File: config.mk
export PLATFORM = sky130hd
export DESIGN_NAME = reg_dump_unit_flat
export DESIGN_NICKNAME = d
export VERILOG_FILES = /design/src/rtl/reg_dump_unit_if.sv /design/src/rtl/reg_dump_unit.sv /design/src/flat_wrapper.sv
export SDC_FILE = /design/constraint.sdc
export NUM_CORES = 1
export LEC_CHECK = 0
export CORE_MARGIN = 3
export CORE_UTILIZATION = 30
export CTS_CLUSTER_SIZE = 10
export DETAILED_ROUTE_END_ITERATION = 10
export SLEW_MARGIN = 15
export SYNTH_ARGS = -nofsm -noshare
export SYNTH_HDL_FRONTEND = slang
export SYNTH_SLANG_ARGS = --single-unit
File: constraint.sdc
create_clock -name i_clk -period 1.7 [get_ports i_clk]
set_input_delay 0.34 -clock i_clk [delete_from_list [all_inputs] [get_ports i_clk]]
set_output_delay 0.34 -clock i_clk [all_outputs]
set_load 0.03 [all_outputs]
File: src/rtl/reg_dump_unit_if.sv
// Register-dump bus bundle: register-file read port plus byte stream to a UART
// transmitter.
//   o_rf_addr / o_rf_read_en / o_rf_out_en / o_rf_write_block : to register file
//   i_rf_data                                                 : register-file data1
//   o_tx_data / o_tx_valid / i_tx_ready                       : byte handshake
// The master modport belongs to the dump unit. The slave modport belongs to the
// register file / transmitter side.
interface reg_dump_unit_if #(
  parameter int unsigned DATA_WIDTH  = 32,
  parameter int unsigned P_REG_WIDTH = 5
);
  logic [P_REG_WIDTH-1:0] o_rf_addr;
  logic                   o_rf_read_en;
  logic                   o_rf_out_en;
  logic                   o_rf_write_block;
  logic [DATA_WIDTH-1:0]  i_rf_data;
  logic [7:0]             o_tx_data;
  logic                   o_tx_valid;
  logic                   i_tx_ready;

  modport master (
    output o_rf_addr, o_rf_read_en, o_rf_out_en, o_rf_write_block,
    output o_tx_data, o_tx_valid,
    input  i_rf_data, i_tx_ready
  );

  modport slave (
    input  o_rf_addr, o_rf_read_en, o_rf_out_en, o_rf_write_block,
    input  o_tx_data, o_tx_valid,
    output i_rf_data, i_tx_ready
  );
endinterface

File: src/rtl/reg_dump_unit.sv
// Register dump unit. It walks registers 0..N_REGS-1 and, for each one, reads
// the word, captures it, and streams it out MSB byte first over a valid/ready
// byte interface.
//   i_clk, i_reset (sync, active-high), i_start : control inputs
//   o_busy, o_done                              : status (o_done is a 1-cycle pulse)
//   bus (reg_dump_unit_if.master)               : register-file and tx signals
// Every output is registered. Each output is computed from the next-state
// values, so it lines up with the state it belongs to.
module reg_dump_unit #(
  parameter int unsigned DATA_WIDTH  = 32,
  parameter int unsigned P_REG_WIDTH = 5,
  parameter int unsigned N_REGS      = 32
) (
  input  logic              i_clk,
  input  logic              i_reset,
  input  logic              i_start,
  output logic              o_busy,
  output logic              o_done,
  reg_dump_unit_if.master   bus
);

  localparam int unsigned NBYTES = DATA_WIDTH / 8;
  localparam int unsigned IDX_W  = (NBYTES > 1) ? $clog2(NBYTES) : 1;

  localparam logic [2:0] S_IDLE    = 3'd0;
  localparam logic [2:0] S_READ    = 3'd1;
  localparam logic [2:0] S_CAPTURE = 3'd2;
  localparam logic [2:0] S_SEND    = 3'd3;
  localparam logic [2:0] S_DONE    = 3'd4;

  logic [2:0]             r_state;
  logic [P_REG_WIDTH-1:0] r_cnt;
  logic [IDX_W-1:0]       r_idx;
  logic [DATA_WIDTH-1:0]  r_shadow;

  logic [P_REG_WIDTH-1:0] r_rf_addr;
  logic                   r_rf_read_en;
  logic                   r_rf_out_en;
  logic [7:0]             r_tx_data;
  logic                   r_tx_valid;
  logic                   r_busy;
  logic                   r_done;

  logic [2:0]             w_state_next;
  logic [P_REG_WIDTH-1:0] w_cnt_next;
  logic [IDX_W-1:0]       w_idx_next;
  logic [DATA_WIDTH-1:0]  w_shadow_next;
  logic [7:0]             w_tx_data_next;

  // Byte idx of the word, index 0 being the most significant byte
  function automatic logic [7:0] f_byte(input logic [DATA_WIDTH-1:0] d,
                                        input logic [IDX_W-1:0] idx);
    logic [7:0] r;
    r = 8'h00;
    for (int unsigned b = 0; b < NBYTES; b++) begin
      if (IDX_W'(b) == idx) r = d[DATA_WIDTH-1-8*b -: 8];
    end
    return r;
  endfunction

  // Next-state logic
  always_comb begin
    w_state_next  = r_state;
    w_cnt_next    = r_cnt;
    w_idx_next    = r_idx;
    w_shadow_next = r_shadow;
    case (r_state)
      S_IDLE: begin
        if (i_start) begin
          w_state_next = S_READ;
          w_cnt_next   = '0;
        end
      end
      S_READ: w_state_next = S_CAPTURE;
      S_CAPTURE: begin
        w_shadow_next = bus.i_rf_data;
        w_idx_next    = '0;
        w_state_next  = S_SEND;
      end
      S_SEND: begin
        if (bus.i_tx_ready) begin
          if (r_idx != IDX_W'(NBYTES - 1)) begin
            w_idx_next = r_idx + IDX_W'(1);
          end else if (r_cnt != P_REG_WIDTH'(N_REGS - 1)) begin
            w_cnt_next   = r_cnt + P_REG_WIDTH'(1);
            w_state_next = S_READ;
          end else begin
            w_state_next = S_DONE;
          end
        end
      end
      S_DONE:  w_state_next = S_IDLE;
      default: w_state_next = S_IDLE;
    endcase
  end

  // tx_data is only meaningful in SEND and is held at zero elsewhere
  always_comb begin
    w_tx_data_next = 8'h00;
    if (w_state_next == S_SEND) w_tx_data_next = f_byte(w_shadow_next, w_idx_next);
  end

  // State and registered outputs
  always_ff @(posedge i_clk) begin
    if (i_reset) begin
      r_state      <= S_IDLE;
      r_cnt        <= '0;
      r_idx        <= '0;
      r_shadow     <= '0;
      r_rf_addr    <= '0;
      r_rf_read_en <= 1'b0;
      r_rf_out_en  <= 1'b0;
      r_tx_data    <= 8'h00;
      r_tx_valid   <= 1'b0;
      r_busy       <= 1'b0;
      r_done       <= 1'b0;
    end else begin
      r_state      <= w_state_next;
      r_cnt        <= w_cnt_next;
      r_idx        <= w_idx_next;
      r_shadow     <= w_shadow_next;
      r_rf_addr    <= w_cnt_next;
      r_rf_read_en <= (w_state_next == S_READ);
      r_rf_out_en  <= (w_state_next == S_READ) || (w_state_next == S_CAPTURE);
      r_tx_data    <= w_tx_data_next;
      r_tx_valid   <= (w_state_next == S_SEND);
      r_busy       <= (w_state_next != S_IDLE);
      r_done       <= (w_state_next == S_DONE);
    end
  end

  assign bus.o_rf_addr        = r_rf_addr;
  assign bus.o_rf_read_en     = r_rf_read_en;
  assign bus.o_rf_out_en      = r_rf_out_en;
  assign bus.o_rf_write_block = r_busy;
  assign bus.o_tx_data        = r_tx_data;
  assign bus.o_tx_valid       = r_tx_valid;
  assign o_busy               = r_busy;
  assign o_done               = r_done;

endmodule

File: src/flat_wrapper.sv
// flat-port wrapper written by rule: the top's interface ports become plain ports
module reg_dump_unit_flat 
#(
  parameter int unsigned DATA_WIDTH  = 32,
  parameter int unsigned P_REG_WIDTH = 5,
  parameter int unsigned N_REGS      = 32
)
  (i_clk, i_reset, i_start, o_busy, o_done, bus_o_rf_addr, bus_o_rf_read_en, bus_o_rf_out_en, bus_o_rf_write_block, bus_o_tx_data, bus_o_tx_valid, bus_i_rf_data, bus_i_tx_ready);
  reg_dump_unit_if #(.DATA_WIDTH(DATA_WIDTH), .P_REG_WIDTH(P_REG_WIDTH)) bus_i ();
  input  logic i_clk;
  input  logic i_reset;
  input  logic i_start;
  output logic o_busy;
  output logic o_done;
  output wire logic [$bits(bus_i.o_rf_addr)-1:0] bus_o_rf_addr;
  output wire logic [$bits(bus_i.o_rf_read_en)-1:0] bus_o_rf_read_en;
  output wire logic [$bits(bus_i.o_rf_out_en)-1:0] bus_o_rf_out_en;
  output wire logic [$bits(bus_i.o_rf_write_block)-1:0] bus_o_rf_write_block;
  output wire logic [$bits(bus_i.o_tx_data)-1:0] bus_o_tx_data;
  output wire logic [$bits(bus_i.o_tx_valid)-1:0] bus_o_tx_valid;
  input wire logic [$bits(bus_i.i_rf_data)-1:0] bus_i_rf_data;
  input wire logic [$bits(bus_i.i_tx_ready)-1:0] bus_i_tx_ready;
  assign bus_o_rf_addr = bus_i.o_rf_addr;
  assign bus_o_rf_read_en = bus_i.o_rf_read_en;
  assign bus_o_rf_out_en = bus_i.o_rf_out_en;
  assign bus_o_rf_write_block = bus_i.o_rf_write_block;
  assign bus_o_tx_data = bus_i.o_tx_data;
  assign bus_o_tx_valid = bus_i.o_tx_valid;
  assign bus_i.i_rf_data = bus_i_rf_data;
  assign bus_i.i_tx_ready = bus_i_tx_ready;
  reg_dump_unit #(.DATA_WIDTH(DATA_WIDTH), .P_REG_WIDTH(P_REG_WIDTH), .N_REGS(N_REGS)) u_core (.i_clk(i_clk), .i_reset(i_reset), .i_start(i_start), .o_busy(o_busy), .o_done(o_done), .bus(bus_i));
endmodule
# After elaboration in Yosys (flattened, before gate mapping)
# Cells that the tools add are included.
# word_totals
ff_bits,55
latch_bits,0
ramBits,0
romBits,0
inputBits,36
out_inout_bits,19
wordCells,54
n_memories,0
# op_classes
add_sub_neg,2
n_mul,0
n_div,0
n_lt_le_gt_ge,0
n_eq_ne,16
shifts,0
n_mux,18
bitwise_logic,1
reduce_logical,7
# op_table
op,n
$mux 32,1
$mux 8,4
$mux 5,4
$eq 3x2->1 const B,4
$mux 3,4
$pmux 3 s4,1
$pmux 5 s2,1
$ne 2x2->1 const B,4
$eq 3x1->1 const B,2
$add 5x1->5 const B,1
$ne 5x5->1 const B,1
$reduce_and 5->1,1
$eq 2x2->1 const A,2
$mux 2,2
$pmux 2 s2,1
$eq 3x3->1 const B,1
$logic_not 3->1,1
$reduce_bool 3->1,1
$add 2x1->2 const B,1
$eq 1x2->1 const A,1
$logic_not 2->1,1
$ne 2x1->1 const B,1
$reduce_bool 2->1,1
$reduce_or 2->1,1
2 further kinds,2

# Logic depth before layout (Yosys ltp)
# Gate-level depths: netlist of the first run.
# logic_depth
depth_word,9
ltp_mapped,9
ltp_nobuf,9

# Worst setup path before layout of the first run
# No wires, ideal clock.
# synth_timing
kind,register to register
start,reg u_core.r_cnt[0]
end,"reg u_core.r_tx_data[7], in the netlist u_core.bus.o_tx_data[7]"
setup_time_ns,0.058
arrival_time_ns,1.832
t_required_ns,1.642
slack_ns,-0.190
path_stages_with_launch,10
path_buffers,0
synth_period_minus_slack_ns,1.890
cell_sequence,dfxtp_1 -> ha_1 -> and3_1 -> ha_1 -> a21o_2 -> a21oi_4 -> nand2b_4 -> clkinv_4 -> o311a_1 -> o21a_1
# synth_via
elab_chain_cells,8
# synth_lines
item,line,rtl
"start, declared",reg_dump_unit.sv:32,logic [P_REG_WIDTH-1:0] r_cnt;
"start signal, assigned",reg_dump_unit.sv:119,r_cnt <= w_cnt_next;
$ne 5x5->1,reg_dump_unit.sv:84,end else if (r_cnt != P_REG_WIDTH'(N_REGS - 1)) begin
$mux 3,reg_dump_unit.sv:84,
$mux 3,reg_dump_unit.sv:82,if (r_idx != IDX_W'(NBYTES - 1)) begin
$mux 3,reg_dump_unit.sv:81,if (bus.i_tx_ready) begin
$pmux 3 s4,reg_dump_unit.sv:67,case (r_state)
$eq 3x2->1,reg_dump_unit.sv:100,"if (w_state_next == S_SEND) w_tx_data_next = f_byte(w_shadow_next, w_idx_next);"
$not 1->1 (no source line),--,
$reduce_or 2->1 (no source line),--,
"end signal, assigned",reg_dump_unit.sv:125,r_tx_data <= w_tx_data_next;
"end, declared",reg_dump_unit.sv:39,logic [7:0] r_tx_data;
# Every way passes these cells.
# A chain may end at the register's enable or synchronous reset.

# Final worst setup path of the first run
# Ends and elaborated chain as after synthesis.

==> impl_metrics.env, run 1 <==
export IMPL_htree_levels=2
export IMPL_synth_top_family_by_area="simple AND/OR/NAND/NOR gates"
export IMPL_hpwl_microns=4349
export IMPL_gp_congestion=0.7912
export IMPL_async_flop_share_pct=0
export IMPL_drtPass1Iterations=4
export IMPL_startpoint_type="flop"
export IMPL_die_x_microns=94.08
export IMPL_internal_power_w=0.001940
export IMPL_hp_class="reg2reg"
export IMPL_maxCapViolations=0
export IMPL_drive_above_1_share_pct=21.99
export IMPL_rsz0062_at_grt="true"
export IMPL_floorplan_rows=31
export IMPL_synth_top_flop_cell="dfxtp_1"
export IMPL_path_class="reg2reg"
export IMPL_holdBufCountCts=0
export IMPL_fin_ws_ns=-0.02578
export IMPL_core_sq_um=7370
export IMPL_yosysTopAreaCell="dfxtp_1"
export IMPL_period_minus_slack_ns=1.726
export IMPL_drv_slew=0
export IMPL_syn_nets=299
export IMPL_synth_simple_gate_area_share_pct=21.67
export IMPL_vias_per_cell=4.720
export IMPL_antenna_found_initial=0
export IMPL_dp_slack_ns=-0.3489
export IMPL_pin_count=55
export IMPL_hold_start="u_core.r_shadow[11]"
export IMPL_fill_cells=730
export IMPL_cp_arrival_ns=1.99
export IMPL_ys_seq_elements=55
export IMPL_synthAdderAreaFrac_pct=1.075
export IMPL_areaGrowthSynthToFinish_pct=45.16
export IMPL_avgSynthCellArea_sq_um=8.917
export IMPL_synth_distinct_cells=55
export IMPL_cp_startpoint="u_core.r_cnt[0]"
export IMPL_power_density_nw_per_um2=800.0
export IMPL_final_common_cell="dfxtp_1"
export IMPL_end_kind="flop"
export IMPL_die_h_microns=94.08
export IMPL_ys_seq_area_share_pct=47.31
export IMPL_drc_errors=0
export IMPL_grt_first_pass_wirelength_microns=9777
export IMPL_wirelength_microns=5917
export IMPL_synthXorXnorAreaFrac_pct=0.7527
export IMPL_clock_sinks=55
export IMPL_first_iter_violations=104
export IMPL_synth_top_area_share_pct=47.31
export IMPL_clk_path_buf_depth=2
export IMPL_clk_pin_slew_ns=0.10
export IMPL_nets=378
export IMPL_via_count=2077
export IMPL_fin_worst_skew_ns=0.004255
export IMPL_max_freq_mhz=579.4
export IMPL_numCtsBuffers=5
export IMPL_synth_compound_area_share_pct=18.82
export IMPL_port_buffers=54
export IMPL_peakVddDrop_v=0.0003613
export IMPL_layout_common_cells="dfxtp_1 (52), nand2_1 (47), clkdlybuf4s50_1 (43), nor2_1 (30), buf_4 (28)"
export IMPL_dp_cells=428
export IMPL_switching_share_pct=28.21
export IMPL_grt_pass1_vias=2051
export IMPL_grt_overflow=0
export IMPL_cts_root_buf="clkbuf_8"
export IMPL_start_util_pct=31.58
export IMPL_comb_power_share_pct=21.2
export IMPL_pwr_share_clk_pct=27.5
export IMPL_grt_max_degree=45
export IMPL_timing_rr_start="u_core.r_cnt[0]"
export IMPL_synth_mux_area_share_pct=5.215
export IMPL_wire_per_inst_microns=13.45
export IMPL_crit_fanout=4
export IMPL_relSlewSlack_pct=70.85
export IMPL_synthTopCellsByArea="dfxtp_1 (47%), nand2_1 (7.6%), a21oi_1 (5.8%)"
export IMPL_clock_latency_ns=0.31
export IMPL_detail_route_antenna_nets=0
export IMPL_syn_cell_area_sq_um=2327
export IMPL_syn_instance_count=261
export IMPL_tritoncts="yes"
export IMPL_instances_no_fill=440
export IMPL_worst_slew_pin_slew_ns=0.4312
export IMPL_seqPwrFrac_pct=51.2
export IMPL_grtUsageTotal_pct=14.01
export IMPL_diodes=0
export IMPL_synth_edf_count=0
export IMPL_hold_violations=0
export IMPL_p_leak_nw=1.434
export IMPL_setup_violations=1
export IMPL_violations="setup timing"
export IMPL_die_area_sq_um=8850
export IMPL_post_route_period_util_pct=101.5
export IMPL_p_sw_w=0.0007623
export IMPL_outcome="finished, violations left"
export IMPL_worstPathRequired_ns=1.97
export IMPL_yosysWarningCount=0
==> final cells by class <==
cell class                      instances  area (sq um)  area share [%]
Inverter                                2         12.51          0.3704
Tap cell                               99         123.9           3.667
Clock buffer                            5         68.82           2.037
Clock inverter                          3         23.77          0.7037
Sequential cell                        55          1107           32.78
Timing Repair Buffer                   89         855.8           25.33
Multi-Input combinational cell        187          1186           35.11
==> cell families after synthesis <==
logic type                 after synthesis
AOI/OAI and AO/OA                       66
xor gates and xnor gates                 2
adders and majority gates                2
buffers and inverters                   19
DFF                                     55
muxes                                   12
and+or+nand+nor                        105
==> per-layer routing <==
| metal | vias up | track usage (%) | share of wire, % | wire length (microns) |
|---|---|---|---|---|
| li1 | 1065 | - | - | - |
| met1 | 960 | 18.72 | 50 | 2929 |
| met2 | 41 | 21.76 | 44 | 2609 |
| met3 | 11 | 3.045 | 4.1 | 241 |
| met4 | 0 | 5.897 | 2.3 | 137 |
| met5 | - | 0 | 0 | 0 |
==> critical path, cell delays in order (launching register included) <==
cell and delay [ns]:
dfxtp_4 0.36, ha_4 0.15, and3_4 0.18, ha_4 0.17
a21o_4 0.21, a21oi_4 0.19, nand2b_4 0.10, clkinv_4 0.07
o311a_1 0.15, o21a_1 0.10
==> synth_stat cells, types with 2 or more instances <==
cell type  count
buf_1          2
dfxtp_1       55
o21ai_1        5
a211o_1        2
clkbuf_1       5
ha_1           2
a211oi_1       4
nor3_1         5
mux2i_1       11
nor2_1        31
nand4_1        7
o21bai_1       3
o22ai_1        2
buf_2          4
xor2_1         2
a31oi_1        2
o21a_1         6
a21oi_1       27
o21ai_0        2
nand2_1       47
buf_6          3
==> path summary, 6_finish.rpt <==
check	endpoint	slack, ns	depth (start not counted)
worst max-delay path	u_core.bus.o_tx_data[7]	-0.03	9
worst max register to register	u_core.bus.o_tx_data[7]	-0.03	9
worst min register to register	u_core.r_shadow[11]	0.46	2
worst min-delay path	u_core.r_shadow[11]	0.46	2
==> registers in the layout (all words and copies together), names as in the netlist <==
register	cells
u_core.r_shadow	32
u_core.o_done	1
u_core.bus.o_tx_valid	1
u_core.bus.o_rf_write_block	1
u_core.r_idx	2
u_core.bus.o_rf_out_en	1
u_core.r_cnt	5
u_core.bus.o_tx_data	8
u_core.bus.o_rf_read_en	1
u_core.r_state	3
==> power groups by stage <==
stage	sequential [W]	clock [W]	combinational (W)
3_3_place_gp	0.00141	0	0.000544
6_report	0.00138	0.000744	0.000574
3_5_place_dp	0.00142	0	0.000550
2_1_floorplan	0.00144	0	0.000287
4_1_cts	0.00139	0.000767	0.000555
5_1_grt	0.00139	0.000820	0.000630
==> what timing repair did <==
action                     in CTS  in global routing
buffers inserted                1                  3
cloned                          0                  0
resized for setup               8                 24
pin swaps                       0                  9
setup endpoints to repair      10                 38
==> metrics by stage <==
| stage | instance area, sq um | TNS [ns] | hold slack (ns) | utilization [%] | power, W |
|---|---|---|---|---|---|
| CTS | 3278 | -0.009133 | 0.4625 | 44.48 | 0.002707 |
| detailed placement | 3167 | -4.546 | 0.4472 | 42.97 | 0.001966 |
| finish | 3378 | -0.02578 | 0.4606 | 45.84 | 0.002703 |
| global route | 3378 | -0.5765 | 0.4932 | 45.84 | 0.002843 |
| global placement | 3167 | -3.950 | 0.4436 | 42.97 | 0.001957 |
| floorplan | 2352 | 0 | 0.4329 | - | 0.001725 |
No activity file was read; power rests on OpenSTA's default activity.
==> inputs of run 2 (changes only) <==
--- a/config.mk
+++ b/config.mk
@@ -5,7 +5,7 @@
 export SDC_FILE = /design/constraint.sdc
 export NUM_CORES = 1
 export LEC_CHECK = 0
-export CORE_MARGIN = 3
+export CORE_MARGIN = 1
 export CORE_UTILIZATION = 30
 export CTS_CLUSTER_SIZE = 10
 export DETAILED_ROUTE_END_ITERATION = 10
==> run 2 against run 1 <==
Compared with the run above: the flow still finishes with violations (setup timing); sequential power about the same; highest routed layer unchanged; first-iteration DRC count decreased by 1.9%; clock-buffer cell count increased by 1; design area shrank 1.1%; fmax grew 0.67%; hold slack better by 0.0053 ns; critical path type unchanged; non-clock buffer count fell by 6; clock power rose by 17%.
==> impl_metrics.env, run 2 (synthesized netlist as in run 1, its figures left out) <==
export IMPL_clock_latency_ns=0.31
export IMPL_fill_cells=749
export IMPL_first_iter_violations=102
export IMPL_rr_worst_depth=9
export IMPL_drv_slew=0
export IMPL_period_minus_slack_ns=1.714
export IMPL_cp_num_cells=9
export IMPL_gp_congestion=0.7865
export IMPL_finalPower_w=0.002821
export IMPL_regMostFlops="u_core.r_shadow"
export IMPL_hp_class="reg2reg"
export IMPL_outcome="finished, violations left"
export IMPL_register_area_sq_um=1110
export IMPL_core_sq_um=7370
export IMPL_grtUsageTotal_pct=14.09
export IMPL_clk_pin_slew_ns=0.10
export IMPL_tns_ns=-0.01425
export IMPL_die_h_microns=90.08
export IMPL_crit_top_cell="ha_4"
export IMPL_dpl_cell_area_sq_um=3142
export IMPL_post_route_period_util_pct=100.8
export IMPL_hold_start="u_core.r_shadow[0]"
export IMPL_die_area_sq_um=8114
export IMPL_drtPass1Iterations=4
export IMPL_areaGrowthSynthToFinish_pct=43.60
export IMPL_violations="setup timing"
export IMPL_wirelength_microns=5681
export IMPL_grt_first_pass_wirelength_microns=9259
export IMPL_setup_violations=1
export IMPL_htree_levels=2
export IMPL_port_buffers=54
export IMPL_p_leak_nw=1.371
export IMPL_pin_count=55
export IMPL_peakVddDrop_v=0.0003010
export IMPL_worst_slew_pin_slew_ns=0.3451
export IMPL_rsz0062_at_grt="true"
export IMPL_final_common_cell="dfxtp_1"
export IMPL_path_delay_family="compound AO/OA/AOI/OAI gates"
export IMPL_fin_ws_ns=-0.01425
export IMPL_end_kind="flop"
export IMPL_die_x_microns=90.08
export IMPL_power_density_nw_per_um2=844.1
export IMPL_cp_arrival_ns=1.97
export IMPL_min_path_cells=2
export IMPL_holdPathEnd="u_core.r_shadow[0]"
export IMPL_r2r_end="u_core.bus.o_tx_data[7]"
export IMPL_vias_per_cell=4.677
export IMPL_rrSetupSlack_ns=-0.01
export IMPL_critical_path_cell_chain="ha_4 > and3_4 > ha_4 > a21o_4 > a21oi_4 > nand2b_4 > clkinv_4 > o311a_1 > o21a_1"
export IMPL_cp_slowest_cell="dfxtp_4"
export IMPL_nets=372
export IMPL_hpwl_microns=4213
export IMPL_via_count=2030
export IMPL_diodes=0
export IMPL_layout_common_cells="dfxtp_1 (50), nand2_1 (47), clkdlybuf4s50_1 (46), nor2_1 (31), a21oi_1 (26)"
export IMPL_fin_worst_skew_ns=0.01077
export IMPL_startpoint_type="flop"
export IMPL_tritoncts="yes"
export IMPL_crit_fanout=4
export IMPL_grt_max_degree=45
export IMPL_maxCapViolations=0
export IMPL_clk_path_buf_depth=2
export IMPL_multi_input_area_sq_um=1180
export IMPL_cts_root_buf="clkbuf_8"
export IMPL_hold_violations=0
export IMPL_timing_rr_start="u_core.r_cnt[0]"
export IMPL_grt_pass1_vias=1950
export IMPL_drive_above_1_share_pct=20.00
export IMPL_max_freq_mhz=583.3
export IMPL_drc_errors=0
export IMPL_largest_reg_flops=32
export IMPL_grt_overflow=0
export IMPL_design_area_sq_um=3342
export IMPL_start_util_pct=31.58
export IMPL_path_class="reg2reg"
export IMPL_floorplan_rows=31
export IMPL_max_stage_delay_ns=0.36
export IMPL_dp_slack_ns=-0.3759
export IMPL_crit_buf_inv=1
export IMPL_clock_sinks=55
export IMPL_detail_route_antenna_nets=0
export IMPL_relSlewSlack_pct=76.95
export IMPL_wire_per_inst_microns=13.09
export IMPL_worstPathRequired_ns=1.96
export IMPL_numCtsBuffers=5
export IMPL_antenna_found_initial=0
## run 2: cell types whose count changed in the layout (fill, tap and decap cells not counted), moves of 2 or more
cell	before	now
dfxtp_2	2	4
buf_4	28	24
a21oi_2	3	1
buf_6	5	2
clkdlybuf4s50_1	43	46
nor2_2	2	0
dfxtp_1	52	50
dlymetal6s2s_1	6	3
## run 2: stage by stage
stage          cells  hold slack (ns)  util [%]
6_report         434           0.4659     45.35
5_1_grt          434           0.4858     45.35
4_1_cts          431           0.4659     44.36
3_5_place_dp     423           0.4517     42.63
3_3_place_gp     423           0.4445     42.63
2_1_floorplan    261           0.4329         -
## run 2: report_power, final
| part | total (W) | switching, W | internal, W |
|---|---|---|---|
| Combinational | 0.000561 | 0.000278 | 0.000283 |
| Clock | 0.000872 | 0.000427 | 0.000446 |
| Sequential | 0.00139 | 0.0000341 | 0.00135 |
| Total | 0.00282 | 0.000738 | 0.00208 |
## run 2: worst reg2reg max path, stage by stage, from the launching register on
cell and delay, ns:
dfxtp_4 0.36, ha_4 0.15, and3_4 0.18, ha_4 0.17, a21o_4 0.20, a21oi_4 0.18
nand2b_4 0.10, clkinv_4 0.07, o311a_1 0.15, o21a_1 0.11
## run 2: how the worst max path moves through the flow
| stage | from | end |
|---|---|---|
| 2_1_floorplan | u_core.r_cnt[0] | u_core.bus.o_tx_data[7] |
| 3_3_place_gp | bus_i_tx_ready | u_core.bus.o_tx_data[2] |
| 5_1_grt | u_core.r_cnt[0] | u_core.bus.o_tx_data[7] |
| 3_5_place_dp | bus_i_tx_ready | u_core.bus.o_tx_data[2] |
| 4_1_cts | u_core.r_state[2] | u_core.bus.o_tx_data[7] |
| 6_report | u_core.r_cnt[0] | u_core.bus.o_tx_data[7] |
## run 2: routing by layer
layer  wire (microns)  vias to the layer above  global-route usage (%)
li1                 -                     1054                       -
met1             2936                      931                   20.29
met2             2505                       40                   21.44
met3              183                        5                   2.707
met4               56                        0                   3.629
met5                0                        -                       0
## run 2: layout make-up
class | count | share of cell area (%)
flip-flops and latches | 55 | 33.21
multi-input cells | 187 | 35.31
repair buffers | 83 | 24.07
inverters | 2 | 0.3744
clock inverters | 2 | 1.161
clock buffers | 6 | 2.171
well taps | 99 | 3.706
## run 2: timing repair
| item | CTS | global route |
|---|---|---|
| hold buffers | 0 | 0 |
| buffers inserted | 0 | 3 |
| setup endpoints to repair | 12 | 15 |
| hold endpoints to repair | 0 | 0 |
| pin swaps | 0 | 13 |
| cloned | 0 | 0 |
| gates resized for setup | 9 | 16 |
==> inputs of run 3 (changes only) <==
--- a/config.mk
+++ b/config.mk
@@ -5,7 +5,6 @@
 export SDC_FILE = /design/constraint.sdc
 export NUM_CORES = 1
 export LEC_CHECK = 0
-export CORE_MARGIN = 1
 export CORE_UTILIZATION = 30
 export CTS_CLUSTER_SIZE = 10
 export DETAILED_ROUTE_END_ITERATION = 10
==> results of run 3 <==
Final layout, timing and power as in run 2 (identical DEF).
==> variant (config.mk and constraints of run 1) <==
`P_REG_WIDTH` is set to 5 in 3 places; all go to 10.
--- a/src/rtl/reg_dump_unit_if.sv
+++ b/src/rtl/reg_dump_unit_if.sv
@@ -8,5 +8,5 @@
 interface reg_dump_unit_if #(
   parameter int unsigned DATA_WIDTH  = 32,
-  parameter int unsigned P_REG_WIDTH = 5
+  parameter int unsigned P_REG_WIDTH = 10
 );
   logic [P_REG_WIDTH-1:0] o_rf_addr;
--- a/src/rtl/reg_dump_unit.sv
+++ b/src/rtl/reg_dump_unit.sv
@@ -9,5 +9,5 @@
 module reg_dump_unit #(
   parameter int unsigned DATA_WIDTH  = 32,
-  parameter int unsigned P_REG_WIDTH = 5,
+  parameter int unsigned P_REG_WIDTH = 10,
   parameter int unsigned N_REGS      = 32
 ) (
--- a/src/flat_wrapper.sv
+++ b/src/flat_wrapper.sv
@@ -3,5 +3,5 @@
 #(
   parameter int unsigned DATA_WIDTH  = 32,
-  parameter int unsigned P_REG_WIDTH = 5,
+  parameter int unsigned P_REG_WIDTH = 10,
   parameter int unsigned N_REGS      = 32
 )
Ports: changed (resized bus_o_rf_addr); port bits go from 55 to 60. No check against the original RTL was run, so the function may have changed too.
==> variant against run 1 <==
The run still ends with setup timing left. Area after synthesis rose by 15%. Largest power group unchanged. Sequential cell count grew 5. Power is 23% higher. Hold slack worse by 0.0022 ns. Worst setup slack worse by 0.023 ns. Highest routed layer unchanged. Critical path type unchanged. First-iteration DRC count rose by 12%. Wire length increased by 27%. Critical endpoint is now u_core.bus.o_tx_data[6]. Cell area is 23% higher.
==> variant: results (changes against run 1) <==
----------------------------------------------------
[Run status]
  Status ... finished with violations (unchanged)
  Violations in the final reports ... setup timing (unchanged)

[Placement]
  Count of buffers inserted at the top-level ports ... 59 (was 54)
  HPWL after detailed placement ... 5500 µm (was 4350 µm)
  Routability Congestion ... 0.819 (was 0.791)
  Post-placement worst setup slack ... -0.452 ns (was -0.349 ns)

[Clock network]
  CTS H-Tree Depth ... 3 (was 2)
  Source-to-sink clock delay at the later pin of the worst-skew pair ... 0.34 ns (was 0.31 ns)

[Final layout]
  Net count, final ... 463 (was 378)
  Share of cells above drive strength 1 ... 0.295 (was 0.220)
  Filler cells ... 800 (was 730)

[Global routing]
  Largest net degree at the start of global routing ... 35 (was 45)
  Number of global-route vias before repair ... 2536 (was 2051)
  First-pass GRT wire length ... 12300 µm (was 9780 µm)
  Initial antenna violation count ... 0 (unchanged)
  Aggregate global-route resource usage ... 0.153 (was 0.140)
  M1 GR Usage ... 0.209 (was 0.187)
  Global routing met2 resource utilization ... 0.233 (was 0.218)

[Power and ir drop]
  Worst vdd rail ir drop ... 0.000377 V (was 0.000361 V)
  Static leakage ... 1.77 nW (was 1.43 nW)
  Net switching component of the power ... 0.000907 W (was 0.000762 W)
  Combinational fraction of design power ... 0.195 (was 0.212)
  Relative contribution of the clock network to total power ... 0.350 (was 0.275)

[Timing]
  Count of endpoints failing setup in the final report ... 6 (was 1)
  Worst Setup Slack, final ... -0.0492 ns (was -0.0258 ns)
  Skew final ... 0.00997 ns (was 0.00426 ns)
  Pin slew with the least headroom to its limit ... 0.447 ns (was 0.431 ns)

[Detailed routing]
  Routed met1 length ... 3610 µm (was 2930 µm)
  Met3 wire len ... 274 µm (was 241 µm)
  Length of routed met2 wiring ... 3540 µm (was 2610 µm)
  Starting DRC count in detailed routing ... 116 (was 104)
  WL per Instance ... 14.1 µm (was 13.4 µm)

[Logic synthesis]
  Share of synthesized area occupied by flip-flops and latches ... 0.448 (was 0.473)
  Parity-gate share of the synthesized area counting xor and xnor cells ... 0.00979 (was 0.00753)
  Most instantiated cells after synthesis ... dfxtp_1 (60), nand2_1 (49), a21oi_1 (35), nor2_1 (28), mux2i_1 (17) (was dfxtp_1 (55), nand2_1 (47), nor2_1 (31), a21oi_1 (27), mux2i_1 (11))
  Syn nets ... 345 (was 299)
  Count of different cell masters after synthesis ... 48 (was 55)
  Synthesized-area fraction occupied by ao, oa, aoi and oai cells ... 0.156 (was 0.188)
  Multiplexer share of the synthesized area ... 0.0634 (was 0.0522)

[Critical path]
  Max stage delay on crit path ... 0.34 ns (was 0.36 ns)
  Cell type group with the largest total delay on the critical path ... simple AND/OR/NAND/NOR gates (was compound AO/OA/AOI/OAI gates)
  Critical path fanouts, max ... 8 (was 4)

----------------------------------------------------
variant: cell types whose count changed in the layout (fill, tap and decap cells not counted), sizes merged, moves of 6 or more:
cell         delta
buf            +35
dlygate4sd2     +6
nand3          +10
a21oi           +9
nor4            +7
or3             +6
o21a            -6
mux2i           +6
clkbuf          +6
variant: path summary, 6_finish.rpt:
kind                        from                 endpoint  slack (ns)  cells after the start
min reg2reg  u_core.r_shadow[24]      u_core.r_shadow[24]        0.46                      2
max reg2reg    u_core.r_state[2]  u_core.bus.o_tx_data[6]       -0.05                      6
min          u_core.r_shadow[24]      u_core.r_shadow[24]        0.46                      2
max            u_core.r_state[2]  u_core.bus.o_tx_data[6]       -0.05                      6
variant: cell families (layout without fill, tap and decap cells):
family | after synthesis | in the layout
flops | 60 | 60
fa+ha+maj | 1 | 1
mux | 17 | 17
buf+inv | 28 | 150
compound gates | 68 | 68
simple gates | 131 | 131
xor+xnor | 3 | 3
variant: cell type report:
cell class | instances | area, µm² | area share
clock inverters | 4 | 25.0 | 0.00605
repair buffers | 129 | 1140 | 0.276
flip-flops and latches | 60 | 1210 | 0.292
well taps | 105 | 131 | 0.0317
inverters | 6 | 22.5 | 0.00544
multi-input cells | 220 | 1460 | 0.352
clock buffers | 11 | 151 | 0.0366
variant: repair_timing:
item | CTS | global route
pin swaps | 11 | 7
gates cloned | 1 | 0
setup endpoints to repair | 24 | 20
gates resized for setup | 34 | 26
buffers inserted | 9 | 0
variant: through the flow:
step / power (W) / cell area, µm² / cells
2_1_floorplan: 0.00183 / 2700 / 308
3_3_place_gp: 0.00209 / 3720 / 510
3_5_place_dp: 0.00210 / 3720 / 510
4_1_cts: 0.00332 / 4040 / 535
5_1_grt: 0.00346 / 4140 / 535
6_report: 0.00331 / 4140 / 535
